<file path="src/rtl/pssi_pkg.sv">
// Shared types and constants for the PSSI transmit controller.
// Byte geometry and default bus timing live here so the RTL and the bench agree.
package pssi_pkg;

    typedef enum logic [1:0] {
        IDLE  = 2'd0,
        SHIFT = 2'd1,
        GAP   = 2'd2
    } pssi_state_e;

    localparam int PSSI_BYTES   = 4;
    localparam int PSSI_W       = 8;
    localparam int PSSI_WORD_W  = PSSI_BYTES * PSSI_W;
    localparam int DEF_CLK_DIV  = 4;
    localparam int DEF_IDLE_GAP = 2;

    // Byte idx of a word, idx 3 being the most significant byte.
    function automatic logic [PSSI_W-1:0] pssi_byte(input logic [PSSI_WORD_W-1:0] word,
                                                    input logic [1:0]             idx);
        return word[{idx, 3'b000} +: PSSI_W];
    endfunction

endpackage

</file>
<file path="src/rtl/pssi_tx_ctrl_if.sv">
// Requester handshakes and PSSI pin bundle of the transmit controller.
// master = the requester/board side, slave = the controller.
interface pssi_tx_ctrl_if;
    import pssi_pkg::*;

    logic                   enable_i;
    logic                   req0_valid_i;
    logic [PSSI_WORD_W-1:0] req0_data_i;
    logic                   req0_ready_o;
    logic                   req1_valid_i;
    logic [PSSI_WORD_W-1:0] req1_data_i;
    logic                   req1_ready_o;
    logic                   pssi_clk_o;
    logic                   pssi_de_n_o;
    logic [PSSI_W-1:0]      pssi_data_o;
    logic                   busy_o;
    logic                   last_grant_o;
    logic [15:0]            word_cnt_o;

    modport master (
        output enable_i, req0_valid_i, req0_data_i, req1_valid_i, req1_data_i,
        input  req0_ready_o, req1_ready_o, pssi_clk_o, pssi_de_n_o, pssi_data_o,
               busy_o, last_grant_o, word_cnt_o
    );

    modport slave (
        input  enable_i, req0_valid_i, req0_data_i, req1_valid_i, req1_data_i,
        output req0_ready_o, req1_ready_o, pssi_clk_o, pssi_de_n_o, pssi_data_o,
               busy_o, last_grant_o, word_cnt_o
    );

endinterface

</file>
<file path="src/rtl/pssi_clk_gen.sv">
// Free-running divider: PSSI clock low for the first half of each period,
// tick on the last core cycle so that updates land on the PSSI falling edge.
module pssi_clk_gen
    import pssi_pkg::*;
#(
    parameter int CLK_DIV = DEF_CLK_DIV
) (
    input  logic clk_i,
    input  logic rst_i,
    output logic pssi_clk_o,
    output logic tick_o
);

    localparam int CW = $clog2(CLK_DIV);

    logic [CW-1:0] div_cnt_q;
    logic [CW-1:0] div_cnt_d;
    logic          pssi_clk_q;

    // Next divider count with wrap at the end of the period.
    always_comb begin
        div_cnt_d = div_cnt_q + CW'(1);
        if (div_cnt_q == CW'(CLK_DIV - 1)) begin
            div_cnt_d = '0;
        end else begin
            div_cnt_d = div_cnt_q + CW'(1);
        end
    end

    // The clock register tracks the count it is loaded alongside, so it falls with the wrap.
    always_ff @(posedge clk_i) begin
        if (rst_i) begin
            div_cnt_q  <= '0;
            pssi_clk_q <= 1'b0;
        end else begin
            div_cnt_q  <= div_cnt_d;
            pssi_clk_q <= (div_cnt_d >= CW'(CLK_DIV / 2));
        end
    end

    assign pssi_clk_o = pssi_clk_q;
    assign tick_o     = (div_cnt_q == CW'(CLK_DIV - 1));

endmodule

</file>
<file path="src/rtl/pssi_tx_ctrl.sv">
// Arbitrates two 32-bit word sources and serialises the granted word MSB byte
// first onto the 8-bit PSSI bus, with DE low for the four byte periods.
module pssi_tx_ctrl
    import pssi_pkg::*;
#(
    parameter int CLK_DIV  = DEF_CLK_DIV,
    parameter int IDLE_GAP = DEF_IDLE_GAP
) (
    input  logic           clk_i,
    input  logic           rst_i,
    pssi_tx_ctrl_if.slave  bus
);

    localparam int GW = (IDLE_GAP > 2) ? $clog2(IDLE_GAP - 1) : 1;

    pssi_state_e            state_q;
    logic [1:0]             byte_idx_q;
    logic [PSSI_WORD_W-1:0] word_q;
    logic [GW-1:0]          gap_cnt_q;
    logic                   de_n_q;
    logic [PSSI_W-1:0]      data_q;
    logic                   busy_q;
    logic                   last_grant_q;
    logic [15:0]            word_cnt_q;

    logic                   tick_s;
    logic                   pssi_clk_s;
    logic                   idle_tick_s;
    logic                   grant1_s;
    logic                   grant0_s;
    logic                   ready0_s;
    logic                   ready1_s;
    logic [PSSI_WORD_W-1:0] word_sel_s;

    pssi_clk_gen #(.CLK_DIV(CLK_DIV)) u_clk_gen (
        .clk_i      (clk_i),
        .rst_i      (rst_i),
        .pssi_clk_o (pssi_clk_s),
        .tick_o     (tick_s)
    );

    // When both request, the one not served last time wins.
    assign grant1_s    = bus.req1_valid_i & (~bus.req0_valid_i | ~last_grant_q);
    assign grant0_s    = bus.req0_valid_i & ~grant1_s;
    assign idle_tick_s = (state_q == IDLE) & tick_s & bus.enable_i;
    assign ready0_s    = idle_tick_s & grant0_s;
    assign ready1_s    = idle_tick_s & grant1_s;
    assign word_sel_s  = grant1_s ? bus.req1_data_i : bus.req0_data_i;

    // The IDLE period that ends in the accepting tick is the final gap period.
    always_ff @(posedge clk_i) begin
        if (rst_i) begin
            state_q      <= IDLE;
            byte_idx_q   <= 2'd0;
            word_q       <= '0;
            gap_cnt_q    <= '0;
            de_n_q       <= 1'b1;
            data_q       <= 8'h00;
            busy_q       <= 1'b0;
            last_grant_q <= 1'b1;
            word_cnt_q   <= 16'h0000;
        end else if (tick_s) begin
            case (state_q)
                IDLE: begin
                    if (ready0_s | ready1_s) begin
                        state_q      <= SHIFT;
                        byte_idx_q   <= 2'd3;
                        word_q       <= word_sel_s;
                        last_grant_q <= ready1_s;
                        busy_q       <= 1'b1;
                        de_n_q       <= 1'b0;
                        data_q       <= pssi_byte(word_sel_s, 2'd3);
                    end
                end
                SHIFT: begin
                    if (byte_idx_q == 2'd0) begin
                        word_cnt_q <= word_cnt_q + 16'd1;
                        de_n_q     <= 1'b1;
                        data_q     <= 8'h00;
                        if (IDLE_GAP == 1) begin
                            state_q <= IDLE;
                            busy_q  <= 1'b0;
                        end else begin
                            state_q   <= GAP;
                            gap_cnt_q <= GW'(IDLE_GAP - 2);
                        end
                    end else begin
                        byte_idx_q <= byte_idx_q - 2'd1;
                        data_q     <= pssi_byte(word_q, byte_idx_q - 2'd1);
                    end
                end
                GAP: begin
                    if (gap_cnt_q == GW'(0)) begin
                        state_q <= IDLE;
                        busy_q  <= 1'b0;
                    end else begin
                        gap_cnt_q <= gap_cnt_q - GW'(1);
                    end
                end
                default: begin
                    state_q <= IDLE;
                    de_n_q  <= 1'b1;
                    data_q  <= 8'h00;
                    busy_q  <= 1'b0;
                end
            endcase
        end
    end

    assign bus.req0_ready_o = ready0_s;
    assign bus.req1_ready_o = ready1_s;
    assign bus.pssi_clk_o   = pssi_clk_s;
    assign bus.pssi_de_n_o  = de_n_q;
    assign bus.pssi_data_o  = data_q;
    assign bus.busy_o       = busy_q;
    assign bus.last_grant_o = last_grant_q;
    assign bus.word_cnt_o   = word_cnt_q;

endmodule

</file>
<file path="src/flat_wrapper.sv">
// flat-port wrapper written by rule: the top's interface ports become plain ports
module pssi_tx_ctrl_flat import pssi_pkg::*;
#(
    parameter int CLK_DIV  = DEF_CLK_DIV,
    parameter int IDLE_GAP = DEF_IDLE_GAP
)
  (clk_i, rst_i, bus_enable_i, bus_req0_valid_i, bus_req0_data_i, bus_req1_valid_i, bus_req1_data_i, bus_req0_ready_o, bus_req1_ready_o, bus_pssi_clk_o, bus_pssi_de_n_o, bus_pssi_data_o, bus_busy_o, bus_last_grant_o, bus_word_cnt_o);
  pssi_tx_ctrl_if bus_i ();
  input  logic clk_i;
  input  logic rst_i;
  input wire logic [$bits(bus_i.enable_i)-1:0] bus_enable_i;
  input wire logic [$bits(bus_i.req0_valid_i)-1:0] bus_req0_valid_i;
  input wire logic [$bits(bus_i.req0_data_i)-1:0] bus_req0_data_i;
  input wire logic [$bits(bus_i.req1_valid_i)-1:0] bus_req1_valid_i;
  input wire logic [$bits(bus_i.req1_data_i)-1:0] bus_req1_data_i;
  output wire logic [$bits(bus_i.req0_ready_o)-1:0] bus_req0_ready_o;
  output wire logic [$bits(bus_i.req1_ready_o)-1:0] bus_req1_ready_o;
  output wire logic [$bits(bus_i.pssi_clk_o)-1:0] bus_pssi_clk_o;
  output wire logic [$bits(bus_i.pssi_de_n_o)-1:0] bus_pssi_de_n_o;
  output wire logic [$bits(bus_i.pssi_data_o)-1:0] bus_pssi_data_o;
  output wire logic [$bits(bus_i.busy_o)-1:0] bus_busy_o;
  output wire logic [$bits(bus_i.last_grant_o)-1:0] bus_last_grant_o;
  output wire logic [$bits(bus_i.word_cnt_o)-1:0] bus_word_cnt_o;
  assign bus_i.enable_i = bus_enable_i;
  assign bus_i.req0_valid_i = bus_req0_valid_i;
  assign bus_i.req0_data_i = bus_req0_data_i;
  assign bus_i.req1_valid_i = bus_req1_valid_i;
  assign bus_i.req1_data_i = bus_req1_data_i;
  assign bus_req0_ready_o = bus_i.req0_ready_o;
  assign bus_req1_ready_o = bus_i.req1_ready_o;
  assign bus_pssi_clk_o = bus_i.pssi_clk_o;
  assign bus_pssi_de_n_o = bus_i.pssi_de_n_o;
  assign bus_pssi_data_o = bus_i.pssi_data_o;
  assign bus_busy_o = bus_i.busy_o;
  assign bus_last_grant_o = bus_i.last_grant_o;
  assign bus_word_cnt_o = bus_i.word_cnt_o;
  pssi_tx_ctrl #(.CLK_DIV(CLK_DIV), .IDLE_GAP(IDLE_GAP)) u_core (.clk_i(clk_i), .rst_i(rst_i), .bus(bus_i));
endmodule
</file>
<file path="config.mk">
export PLATFORM = sky130hd
export DESIGN_NAME = pssi_tx_ctrl_flat
export DESIGN_NICKNAME = d
export VERILOG_FILES = /design/src/rtl/pssi_pkg.sv /design/src/rtl/pssi_tx_ctrl_if.sv /design/src/rtl/pssi_clk_gen.sv /design/src/rtl/pssi_tx_ctrl.sv /design/src/flat_wrapper.sv
export SDC_FILE = /design/constraint.sdc
export NUM_CORES = 1
export LEC_CHECK = 0
export CORE_UTILIZATION = 40
export CTS_BUF_LIST = sky130_fd_sc_hd__clkbuf_8 sky130_fd_sc_hd__clkbuf_16
export DETAILED_ROUTE_END_ITERATION = 7
export PLACE_DENSITY_LB_ADDON = 0.3
export SLEW_MARGIN = 20
export SYNTH_ARGS = -nofsm -noshare
export SYNTH_HDL_FRONTEND = slang
export SYNTH_HIERARCHICAL = 1
export SYNTH_SLANG_ARGS = --single-unit
export TNS_END_PERCENT = 30
</file>
<file path="constraint.sdc">
create_clock -name clk_i -period 3.86 [get_ports clk_i]
set_clock_uncertainty 0.2 [all_clocks]
set_input_delay 0.386 -clock clk_i [delete_from_list [all_inputs] [get_ports clk_i]]
set_output_delay 0.386 -clock clk_i [all_outputs]
set_load 0.02 [all_outputs]
</file>
==> impl_metrics.toml <==
[run_status]
outcome = "completed"

[routing]
drt_iter0_drc = 175
antenna_left = 0
drc_errors = 0
wl_per_cell_microns = 14.63
vias = 2734
drtPass1Iterations = 5
vias_per_cell = 5.350
finalWirelength_microns = 7475

[die]
ios = 99
core_area_sq_mm = 0.007331
die_y_microns = 89.62
start_util = 0.4188
row_count = 31
die_area_sq_mm = 0.008031
dieWidth_microns = 89.62

[pwr]
ir_drop_mv = 0.2198
power.internal_mw = 1.243
p_total_mw = 1.593
p_leak_nw = 1.537
combPwrFrac = 0.120
power_frac_seq = 0.440
clkPwrFrac = 0.440
switchingPower_uw = 350.2
powerDensity_mw_per_mm2 = 365.7
switching_share = 0.2199

[synthesis]
synth-seq-cells = 65
synthCells = 318
muxShareOfSynthArea = 0.1667
async_reset_ff_frac = 0
synth_most_common_cell = "dfxtp_1"
synthTopCellsByCount = "dfxtp_1 (65), nor2_1 (57), a211oi_1 (36)"
synth_warnings = 6
synth_area_sq_mm = 0.003070
synth_cell_type_count = 40
synth_compound_area_frac = 0.1634
synth_top_family_by_area = "simple AND/OR/NAND/NOR gates"
ys_top_cells_by_area = "dfxtp_1 (42%), mux2i_1 (10%), a211oi_1 (8.8%), nor2_1 (7.0%), mux4_2 (5.9%)"
synth-xor-area-share = 0.02852
synth_edf_count = 0
yosysSeqAreaShare = 0.4238
synth_nets = 390
synthSimpleGateAreaFrac = 0.1687
syn_avg_cell_area_sq_um = 9.655
yosys.area.top_type = "dfxtp_1"
synth-adder-area-share = 0.01222
synth_top_cell_area_share = 0.4238
synthFlopType = "dfxtp_1"

[placement]
dpl.hpwl_microns = 5527
gp_congestion = 0.8250
port_buffers = 98
dp.cells = 495

[global_route]
grt_pass1_wl_microns = 12250
use_met1 = 0.2895
grt_use_met2 = 0.3065
grt_pass1_vias = 2471
grt_most_used_layer = "met2"
grt_max_degree = 66
antenna_found_initial = 0
grt_overflow = 0
grt_use_total = 0.2033
grtUsageMet3 = 0.04205

[timing]
rsz0062_at_grt = "no"
slew_violations = 0
finalCritPeriodShare = 0.7491
fin_tns_setup_ps = 0
worst_pin_slew_ps = 899.5
min_period_ps = 2891
setup_violations = 0
max_slew_margin = 0.3967
fmax_ghz = 0.3459
hold_viol = 0

[clocking]
cts.clk_slew.worst_paths_ps = 70
cts_sinks = 65
cts_resized = 0
cts_tree = "yes"
insertion_delay_ps = 340
cts-root-buf = "clkbuf_8"
cts_max_level = 3
cts_buffers = 9
hold_buffers = 0
clock_path_buffers = 2
post-cts-setup-buffers = 0

[finish]
synthToLayoutAreaGrowth_pct = 41.85
num_antenna_cells = 0
fin_nets = 479
drive_above_1_share = 0.08495
instances_no_fill = 511

[critical_path]
path_cells = "ha_1, and4bb_1, nand2_1, nor2_1, clkdlybuf4s50_1"
cp.required_ps = 3270
startpoint_type = "flop"
slowest_delay_ps = 610
cp_slowest_cell = "clkdlybuf4s50_1"
path_class = "reg -> out"
worst_ep_arrival_time_ps = 2310
end_kind = "output pin"
path_max_fanout = 13

[min_path]
hp-class = "reg -> reg"

[flow_run]
max_cap_viol_count = 0
placed cells by master, fill, tap and decap left out, types with 2 or more instances in the layout:
master           count
nand2b_1             4
nor4_1               2
o21a_1               2
xor2_1               7
ha_1                 3
or3_1                4
or4_1                2
nand3_1              5
bufinv_16            3
a211oi_1            36
clkbuf_8            10
buf_4                4
mux4_2               8
nand2_1              9
nand4_1              5
dfxtp_1             65
xnor2_1              3
a221o_1              9
nor2b_1              2
a21oi_1             10
inv_1                4
mux2i_1             32
clkdlybuf4s50_1     97
nor2_1              57
nor3_1               2
and4_1               3
o21ai_0              6
cell families after synthesis:
family / Yosys count
and+or+nand+nor: 103
AOI/OAI and AO/OA: 69
muxes: 41
adders and majority gates: 3
xor gates and xnor gates: 10
buffers and inverters: 27
DFF: 65
flip-flops by register name, summed over array words and instances (netlist names):
signal / cells
u_core/bus.busy_o: 1
u_core/bus.last_grant_o: 1
u_core/bus.pssi_data_o: 8
u_core/bus.pssi_de_n_o: 1
u_core/bus.word_cnt_o: 16
u_core/byte_idx_q: 2
u_core/state_q: 2
u_core/u_clk_gen/div_cnt_q: 2
u_core/word_q: 32
worst max-delay path: cells and delay by family, from the launching register on:
| kind | cells | cell delay (ps) |
|---|---|---|
| buf+inv | 1 | 610 |
| flops | 1 | 350 |
| fa+ha+maj | 1 | 470 |
| simple gates | 3 | 540 |
layer usage:
metal	vias up	part of all wire
met5	-	0
met4	0	0.013
met3	8	0.048
met2	89	0.47
met1	1278	0.47
li1	1359	-
power by group through the flow:
stage                     Clock, mW  Sequential [mW]  Combinational [mW]
after global routing          0.743            0.702               0.210
after CTS                     0.712            0.700               0.193
final                         0.701            0.700               0.191
after global placement            0            0.715               0.189
after detailed placement          0            0.715               0.192
after floorplan                   0            0.714              0.0915
stage by stage:
step	setup WS [ps]	util	hold slack (ps)	area, sq um
floorplan	1253	-	204.6	3070
global placement	1107	0.5608	212.2	4111
detailed placement	1096	0.5608	227.2	4111
CTS	962.5	0.5941	236.4	4355
global route	834.4	0.5941	254.5	4355
finish	968.6	0.5941	233.1	4355
layout make-up:
type,instances,area (sq um)
Multi-Input combinational cell,226,1669
Tap cell,99,123.9
Clock buffer,10,137.6
Clock inverter,6,106.4
Fill cell,645,2975
Timing Repair Buffer,102,1006
Inverter,3,11.26
Sequential cell,65,1301
final timing paths:
path	startpoint	endpoint	slack, ps	cells after the start
max	u_core/u_clk_gen/div_cnt_q[0]$_SDFF_PP0_	bus_req0_ready_o	970	5
min	u_core/u_clk_gen/div_cnt_q[0]$_SDFF_PP0_	u_core/u_clk_gen/div_cnt_q[0]$_SDFF_PP0_	230	1
max reg2reg	u_core/byte_idx_q[0]$_SDFFE_PP0P_	u_core/bus.word_cnt_o[15]$_SDFFE_PP0P_	1360	6
min reg2reg	u_core/u_clk_gen/div_cnt_q[0]$_SDFF_PP0_	u_core/u_clk_gen/div_cnt_q[0]$_SDFF_PP0_	230	1
(Power assumes the default switching activity.)
